==> src/rtl/prf_free_list_pkg.sv <==
// Shared core package: register-file sizing and the physical register id type,
// also used by the results buffer and the rename stage.
package prf_free_list_pkg;

   localparam int PRF_REGS  = 16;
   localparam int ARCH_REGS = 8;
   localparam int PREG_W    = 4;

   typedef logic [PREG_W-1:0] preg_id_t;

endpackage

==> src/rtl/prf_free_list.sv <==
// Physical register free list: a circular FIFO of free register ids with a
// single head checkpoint for branch-mispredict rollback.
module prf_free_list #(
   parameter int PRF_REGS  = prf_free_list_pkg::PRF_REGS,
   parameter int ARCH_REGS = prf_free_list_pkg::ARCH_REGS
) (
   input  logic                        clk,
   input  logic                        rst,
   input  logic                        alloc_req,
   output logic                        alloc_valid,
   output prf_free_list_pkg::preg_id_t alloc_id,
   input  logic                        retire_transmit,
   input  prf_free_list_pkg::preg_id_t retire_id,
   input  logic                        ckpt_save,
   input  logic                        ckpt_restore,
   output logic [3:0]                  free_count,
   output logic                        err_overflow
);

   localparam int FL_DEPTH = PRF_REGS - ARCH_REGS;
   localparam int IDX_W    = $clog2(FL_DEPTH);
   localparam int PTR_W    = IDX_W + 1;

   localparam logic [PTR_W-1:0] DEPTH_P = PTR_W'(FL_DEPTH);
   localparam logic [PTR_W-1:0] ONE_P   = PTR_W'(1);

   prf_free_list_pkg::preg_id_t mem_q [FL_DEPTH];

   logic [PTR_W-1:0] head_q, head_d;
   logic [PTR_W-1:0] tail_q, tail_d;
   logic [PTR_W-1:0] ckpt_q, ckpt_d;
   logic             err_q, err_d;
   logic [PTR_W-1:0] count_w;
   logic             alloc_fire;
   logic             retire_fire;

   // Wrap bit makes tail - head distinguish full (FL_DEPTH) from empty (0).
   assign count_w     = tail_q - head_q;
   assign free_count  = 4'(count_w);
   assign alloc_valid = (count_w != '0);
   assign alloc_id    = mem_q[head_q[IDX_W-1:0]];
   assign err_overflow = err_q;

   assign alloc_fire  = alloc_req && alloc_valid && !ckpt_restore;
   assign retire_fire = retire_transmit && (count_w < DEPTH_P);

   always_comb begin
      head_d = head_q;
      tail_d = tail_q;
      ckpt_d = ckpt_q;
      err_d  = retire_transmit && !retire_fire;

      if (ckpt_restore) begin
         head_d = ckpt_q;
      end else if (alloc_fire) begin
         head_d = head_q + ONE_P;
      end

      // Restore wins over a same-cycle save; save captures the pre-allocation head.
      if (ckpt_save && !ckpt_restore) begin
         ckpt_d = head_q;
      end

      if (retire_fire) begin
         tail_d = tail_q + ONE_P;
      end
   end

   always_ff @(posedge clk) begin
      if (rst) begin
         head_q <= '0;
         tail_q <= DEPTH_P;
         ckpt_q <= '0;
         err_q  <= 1'b0;
         for (int i = 0; i < FL_DEPTH; i++) begin
            mem_q[i] <= prf_free_list_pkg::preg_id_t'(ARCH_REGS + i);
         end
      end else begin
         head_q <= head_d;
         tail_q <= tail_d;
         ckpt_q <= ckpt_d;
         err_q  <= err_d;
         if (retire_fire) begin
            mem_q[tail_q[IDX_W-1:0]] <= retire_id;
         end
      end
   end

endmodule
==> config.mk <==
export PLATFORM = sky130hd
export DESIGN_NAME = prf_free_list
export DESIGN_NICKNAME = d
export VERILOG_FILES = /design/src/rtl/prf_free_list_pkg.sv /design/src/rtl/prf_free_list.sv
export SDC_FILE = /design/constraint.sdc
export NUM_CORES = 1
export LEC_CHECK = 0
export BUFFER_PORTS_ARGS = -buffer_cell sky130_fd_sc_hd__buf_2
export CAP_MARGIN = 20
export CELL_PAD_IN_SITES_DETAIL_PLACEMENT = 2
export CELL_PAD_IN_SITES_GLOBAL_PLACEMENT = 2
export CORE_UTILIZATION = 42
export DETAILED_ROUTE_END_ITERATION = 16
export PLACE_DENSITY = 0.94
export SLEW_MARGIN = 20
export SYNTH_ARGS = -nofsm -noshare
export SYNTH_HDL_FRONTEND = slang
export SYNTH_SLANG_ARGS = --single-unit
==> constraint.sdc <==
create_clock -name clk -period 6.1 [get_ports clk]
set_input_delay 1.22 -clock clk [delete_from_list [all_inputs] [get_ports clk]]
set_output_delay 1.22 -clock clk [all_outputs]
set_load 0.02 [all_outputs]
==> results of run 1 <==
[layout by cell type, fill, tap and decap left out, drive strengths merged, types with 2 or more instances in the layout]
cell type	count
nor2b	4
nand2	24
mux2i	2
inv	10
and3	10
nand3b	2
a2111oi	2
o21ai	8
mux2	4
a311oi	3
edfxtp	32
dfxtp	16
o31ai	2
xor2	2
nor3	5
nor4	3
or4	3
nand3	2
o311a	2
buf	22
nor2	25
a211oi	3
ha	5
mux4	8
or3	5
clkbuf	5
a21o	4
a211o	2
a21oi	5
a31o	3
nand2b	3
[cells by family (layout without fill, tap and decap cells)]
kind of cell | Yosys count | after routing | share of synthesized area, %
AND/OR/NAND/NOR | 91 | 91 | 18.3
flip-flops | 48 | 48 | 51.7
AO/OA/AOI/OAI | 37 | 37 | 10.7
buffers and inverters | 24 | 40 | 4.90
multiplexers | 14 | 14 | 9.90
adder cells (fa/ha/maj) | 6 | 6 | 3.34
XOR/XNOR | 3 | 3 | 1.06
[power by group through the flow]
stage	registers [mW]	logic (mW)	clock network (mW)
final	0.377	0.163	0.236
after global routing	0.379	0.179	0.248
after CTS	0.377	0.164	0.236
after detailed placement	0.385	0.163	0
after global placement	0.382	0.154	0
after floorplan	0.374	0.122	0
[worst paths after layout]
| kind | from | end | slack (ps) | cells past startpoint |
|---|---|---|---|---|
| min reg2reg | ckpt_q[3] | head_q[3] | 510 | 2 |
| max | tail_q[0] | alloc_valid | 2350 | 7 |
| max reg2reg | tail_q[2] | mem_q[4][1] | 2920 | 5 |
| min | ckpt_q[3] | head_q[3] | 510 | 2 |
[per-layer routing]
| layer | global-route usage [%] | wire, microns |
|---|---|---|
| met1 | 31.4 | 3180 |
| met2 | 43.1 | 3610 |
| met3 | 4.02 | 170 |
| met4 | 10.6 | 215 |
| met5 | 0 | 0 |
[area by class of cell]
class                           instances  area share [%]
Inverter                               10            1.38
Sequential cell                        48            47.3
Timing Repair Buffer                   22            4.34
Clock inverter                          3            1.57
Multi-Input combinational cell        151            39.6
Clock buffer                            5            2.54
Tap cell                               72            3.32
[synth_stat cells (2+ instances only)]
library cell  instances
mux2i_1               2
nand3_1               2
or3_1                 5
clkbuf_1              9
xor2_1                2
a211o_1               2
nor4_1                3
a2111oi_0             2
buf_6                 4
mux2_2                4
o21ai_0               8
o311a_1               2
nand2b_1              3
a311oi_1              3
mux4_2                8
o31ai_1               2
ha_1                  5
a31o_2                3
a21o_1                4
and3_1               10
inv_1                10
nand3b_1              2
nor2_1               25
dfxtp_1              16
a21oi_1               5
or4_1                 2
nor2b_1               4
nand2_1              24
a211oi_1              3
edfxtp_1             32
nor3_1                5
[registers in the layout (all words and copies together) (netlist names), named ones only]
register / count
ckpt_q: 4
err_overflow: 1
head_q: 4
mem_q: 32
tail_q: 4
[per-stage QoR]
step	power (mW)	hold WS, ps	util [%]	setup slack [ps]	area [sq um]
floorplan	0.496	452	-	3090	2480
global placement	0.537	476	46.4	2850	2600
detailed placement	0.548	499	46.4	2660	2600
CTS	0.778	512	48.3	2330	2710
global route	0.807	538	48.3	2090	2710
finish	0.775	508	48.3	2350	2710
[worst max-delay path, cell delays in order, from the launching register on]
cell and delay [ps]:
dfxtp_1 480, inv_1 130, ha_1 230, nand3b_1 210
a21oi_1 680, nor2_1 210, nand2_1 110, buf_2 160
==> flow_metrics.env, run 1 <==
export IMPL_routed_wl_microns=7170
export IMPL_p_int_uw=539
export IMPL_ir_worst_vdd_mv=0.128
export IMPL_grt_pass1_vias=1969
export IMPL_cts_clk_slew_worst_paths_ps=90
export IMPL_synthTopCellsByArea="edfxtp_1 (39%), dfxtp_1 (13%), mux4_2 (7.3%), nor2_1 (3.8%), nand2_1 (3.6%)"
export IMPL_overflow=0
export IMPL_synth_cell_type_count=43
export IMPL_area_growth_synth_to_final_pct=9.50
export IMPL_cp_start_kind="flip-flop"
export IMPL_cts_sinks=48
export IMPL_status="completed"
export IMPL_drt_iter0_markers=102
export IMPL_async_reset_ff_share_pct=0
export IMPL_worst_ep_arrival_time_ps=2530
export IMPL_hpwl_microns=5530
export IMPL_slew_headroom_pct=43.7
export IMPL_die_h_microns=78.8
export IMPL_fp_dieW_microns=78.8
export IMPL_p_leak_nw=0.943
export IMPL_fin_cells=311
export IMPL_crit_required_ps=4880
export IMPL_cts_made_buffers=5
export IMPL_rows=27
export IMPL_fin_worst_skew_ps=5.89
export IMPL_synth_seq_cells=48
export IMPL_dp_cells=303
export IMPL_hp_class="flip-flop to flip-flop"
export IMPL_powerDensity_nw_per_um2=286
export IMPL_drv_cap=0
export IMPL_fin_crit_sh_pct=61.4
export IMPL_wl_per_cell_microns=23.1
export IMPL_seqPwrFrac_pct=48.6
export IMPL_drv_slew=0
export IMPL_syn_nets=239
export IMPL_drt_pass1_iterations=4
export IMPL_yosysWarnings=0
export IMPL_rsz0062_at_grt="false"
export IMPL_via_per_inst=5.97
export IMPL_synth_edf_count=32
export IMPL_clock_fmax_mhz=267
export IMPL_comb_power_share_pct=21.0
export IMPL_seqCellArea_sq_um=1280
export IMPL_syn_inst=223
export IMPL_clock_latency_ps=310
export IMPL_track_usage_pct=25.1
export IMPL_design_core_area_sq_um=5610
export IMPL_syn_cell_area_sq_um=2480
export IMPL_cts_root_buf="clkbuf_8"
export IMPL_setup_tns_ps=0
export IMPL_grt_start_max_net_pins=19
export IMPL_ys_seq_area_share_pct=51.7
export IMPL_drive_gt1_share_pct=19.7
export IMPL_final_nets=254
export IMPL_swShare_pct=30.4
export IMPL_fillerInstances=585
export IMPL_worstSetupPathType="flip-flop to primary output"
export IMPL_p_clk_share_pct=30.4
export IMPL_setup_viol=0
export IMPL_cts_tree="done"
export IMPL_grt_pass1_wl_microns=11300
export IMPL_hold_buffers=0
export IMPL_diodes=0
export IMPL_cts_resized=0
export IMPL_vias=1857
export IMPL_tightest_slew_ps=845
export IMPL_hold_viol=0
export IMPL_cts_max_level=2
export IMPL_place_congestion=0.783
export IMPL_crit_fanout=11
export IMPL_postRouteAntennaNets=0
export IMPL_drc=0
export IMPL_period_needed_ps=3750
export IMPL_synth_top_area_cell="edfxtp_1"
export IMPL_port_buffers=19
export IMPL_io_pins=20
export IMPL_crit_path_end_kind="primary output"
export IMPL_cts_setup_buffers=0
export IMPL_synthFlopType="edfxtp_1"
export IMPL_die_area_sq_um=6210
export IMPL_postSynthAreaPerCell_sq_um=11.1
export IMPL_antenna_found_initial=0
export IMPL_yosysTopAreaCellShare_pct=38.8
export IMPL_multi_input_area_sq_um=1070
export IMPL_p_switching_uw=236
export IMPL_start_util_pct=44.2
export IMPL_clockBufferDepth=2
No activity file was read; power rests on OpenSTA's default activity.
==> run 2, diff against run 1 <==
--- a/config.mk
+++ b/config.mk
@@ -9,9 +9,9 @@
 export CAP_MARGIN = 20
 export CELL_PAD_IN_SITES_DETAIL_PLACEMENT = 2
 export CELL_PAD_IN_SITES_GLOBAL_PLACEMENT = 2
-export CORE_UTILIZATION = 42
+export CORE_UTILIZATION = 36
 export DETAILED_ROUTE_END_ITERATION = 16
-export PLACE_DENSITY = 0.94
+export PLACE_DENSITY = 0.86
 export SLEW_MARGIN = 20
 export SYNTH_ARGS = -nofsm -noshare
 export SYNTH_HDL_FRONTEND = slang
==> constraint.sdc (replaced) <==
create_clock -name clk -period 3.3 [get_ports clk]
set_input_delay 0.66 -clock clk [delete_from_list [all_inputs] [get_ports clk]]
set_output_delay 0.66 -clock clk [all_outputs]
set_load 0.02 [all_outputs]
==> run 2 against run 1 <==
- critical path depth is 1 higher
- highest routed layer unchanged
- die area is 16% higher
- sequential power is 84% higher
==> flow_metrics.env, run 2 (synthesis results as in run 1) <==
export IMPL_drv_slew=0
export IMPL_cp_start_kind="flip-flop"
export IMPL_setup_viol=0
export IMPL_cts_setup_buffers=0
export IMPL_largest_reg_flops=32
export IMPL_cts_made_buffers=5
export IMPL_place_congestion=0.787
export IMPL_crit_fanout=8
export IMPL_postRouteAntennaNets=0
export IMPL_tightest_slew_ps=685
export IMPL_die_area_sq_um=7210
export IMPL_cts_tree="done"
export IMPL_hold_ws_ps=492
export IMPL_fp_dieW_microns=84.9
export IMPL_crit_path_end_kind="primary output"
export IMPL_cts_sinks=48
export IMPL_grt_pass1_vias=2025
export IMPL_drt_iter0_markers=71
export IMPL_layout_commonest_cell="edfxtp_1"
export IMPL_fin_crit_sh_pct=91.9
export IMPL_crit_path_max_incr_delay_ps=510
export IMPL_status="completed"
export IMPL_track_usage_pct=20.9
export IMPL_crit_top_cell="inv_1"
export IMPL_wl_per_cell_microns=21.4
export IMPL_hold_buffers=0
export IMPL_rows=29
export IMPL_ir_worst_vdd_mv=0.199
export IMPL_cts_root_buf="clkbuf_8"
export IMPL_critPathTopFamily="adder cells"
export IMPL_dr_wl_met3_microns=194
export IMPL_worst_ep_arrival_time_ps=2370
export IMPL_regMostFlops="mem_q"
export IMPL_p_leak_nw=0.958
export IMPL_hpwl_microns=5150
export IMPL_final_nets=257
export IMPL_routed_wl_microns=6810
export IMPL_io_pins=20
export IMPL_cpMaxStageDelayCell="dfxtp_1"
export IMPL_design_core_area_sq_um=6490
export IMPL_route_met2_wl_microns=3400
export IMPL_rsz0062_at_grt="false"
export IMPL_vias=1804
export IMPL_period_needed_ps=3030
export IMPL_clockBufferDepth=2
export IMPL_die_h_microns=84.9
export IMPL_drive_gt1_share_pct=20.7
export IMPL_powerDensity_nw_per_um2=527
export IMPL_port_buffers=19
export IMPL_antenna_found_initial=0
export IMPL_overflow=0
export IMPL_hp_class="flip-flop to flip-flop"
export IMPL_cts_max_level=2
export IMPL_cts_clk_slew_worst_paths_ps=90
export IMPL_diodes=0
export IMPL_wl_met1_microns=3140
export IMPL_dr_max_layer_used="met4"
export IMPL_area_growth_synth_to_final_pct=10.8
export IMPL_start_util_pct=38.1
export IMPL_grt_start_max_net_pins=19
export IMPL_drc=0
export IMPL_path_buf_inv=3
export IMPL_slew_headroom_pct=53.1
export IMPL_via_per_inst=5.66
export IMPL_grt_pass1_wl_microns=11100
export IMPL_fin_worst_skew_ps=8.17
export IMPL_hold_viol=0
export IMPL_drv_cap=0
export IMPL_layout_common_cells="edfxtp_1 (32), nor2_1 (25), nand2_1 (24)"
export IMPL_drt_pass1_iterations=4
export IMPL_crit_required_ps=2640
export IMPL_clock_latency_ps=310
export IMPL_cts_resized=0
export IMPL_setup_tns_ps=0
export IMPL_worstSetupPathType="flip-flop to primary output"
export IMPL_path_cells="inv_1 -> ha_1 -> inv_1 -> fa_1 -> nand2b_1 -> nor2_1 -> nand2_1 -> buf_2"
export IMPL_clock_fmax_mhz=330
## run 2: final cells by class
type	count	area [sq um]
clock buffers	5	68.8
clock inverters	3	46.3
fillers	701	3750
inverters	10	37.5
multi-input cells	151	1070
flip-flops and latches	48	1280
well taps	77	96.3
repair buffers	25	140
## run 2: through the flow
step	instance area [sq um]	worst slack [ps]	util (%)	total power, mW	instances
finish	2740	269	42.2	1.45	319
global route	2740	98.9	42.2	1.51	319
CTS	2740	244	42.2	1.46	319
detailed placement	2630	384	40.5	1.02	311
global placement	2630	461	40.5	1.00	311
floorplan	2480	756	-	0.917	223
## run 2: worst register-to-register path: stages (launching register included)
cell     delay (ps)
dfxtp_1         540
ha_1            360
a21oi_1         240
a21oi_1         230
or4_1           690
o21ai_0         560
## run 2: routing by layer
metal | track usage [%] | vias up
li1 | - | 861
met1 | 26.3 | 909
met2 | 37.2 | 28
met3 | 3.21 | 6
met4 | 6.01 | 0
met5 | 0 | -
## run 2: where the power goes
group / switching [mW] / internal, mW / leakage, nW
Combinational: 0.196 / 0.115 / 0.512
Clock: 0.212 / 0.228 / 0.0548
Sequential: 0.0316 / 0.664 / 0.391
## run 2: worst paths after layout
| path | startpoint | cells after the start | slack [ps] | to |
|---|---|---|---|---|
| worst max-delay path | tail_q[0] | 8 | 270 | alloc_valid |
| worst min-delay path | ckpt_q[3] | 2 | 490 | head_q[3] |
| worst max register to register | tail_q[2] | 5 | 330 | mem_q[6][2] |
| worst min register to register | ckpt_q[3] | 2 | 490 | head_q[3] |
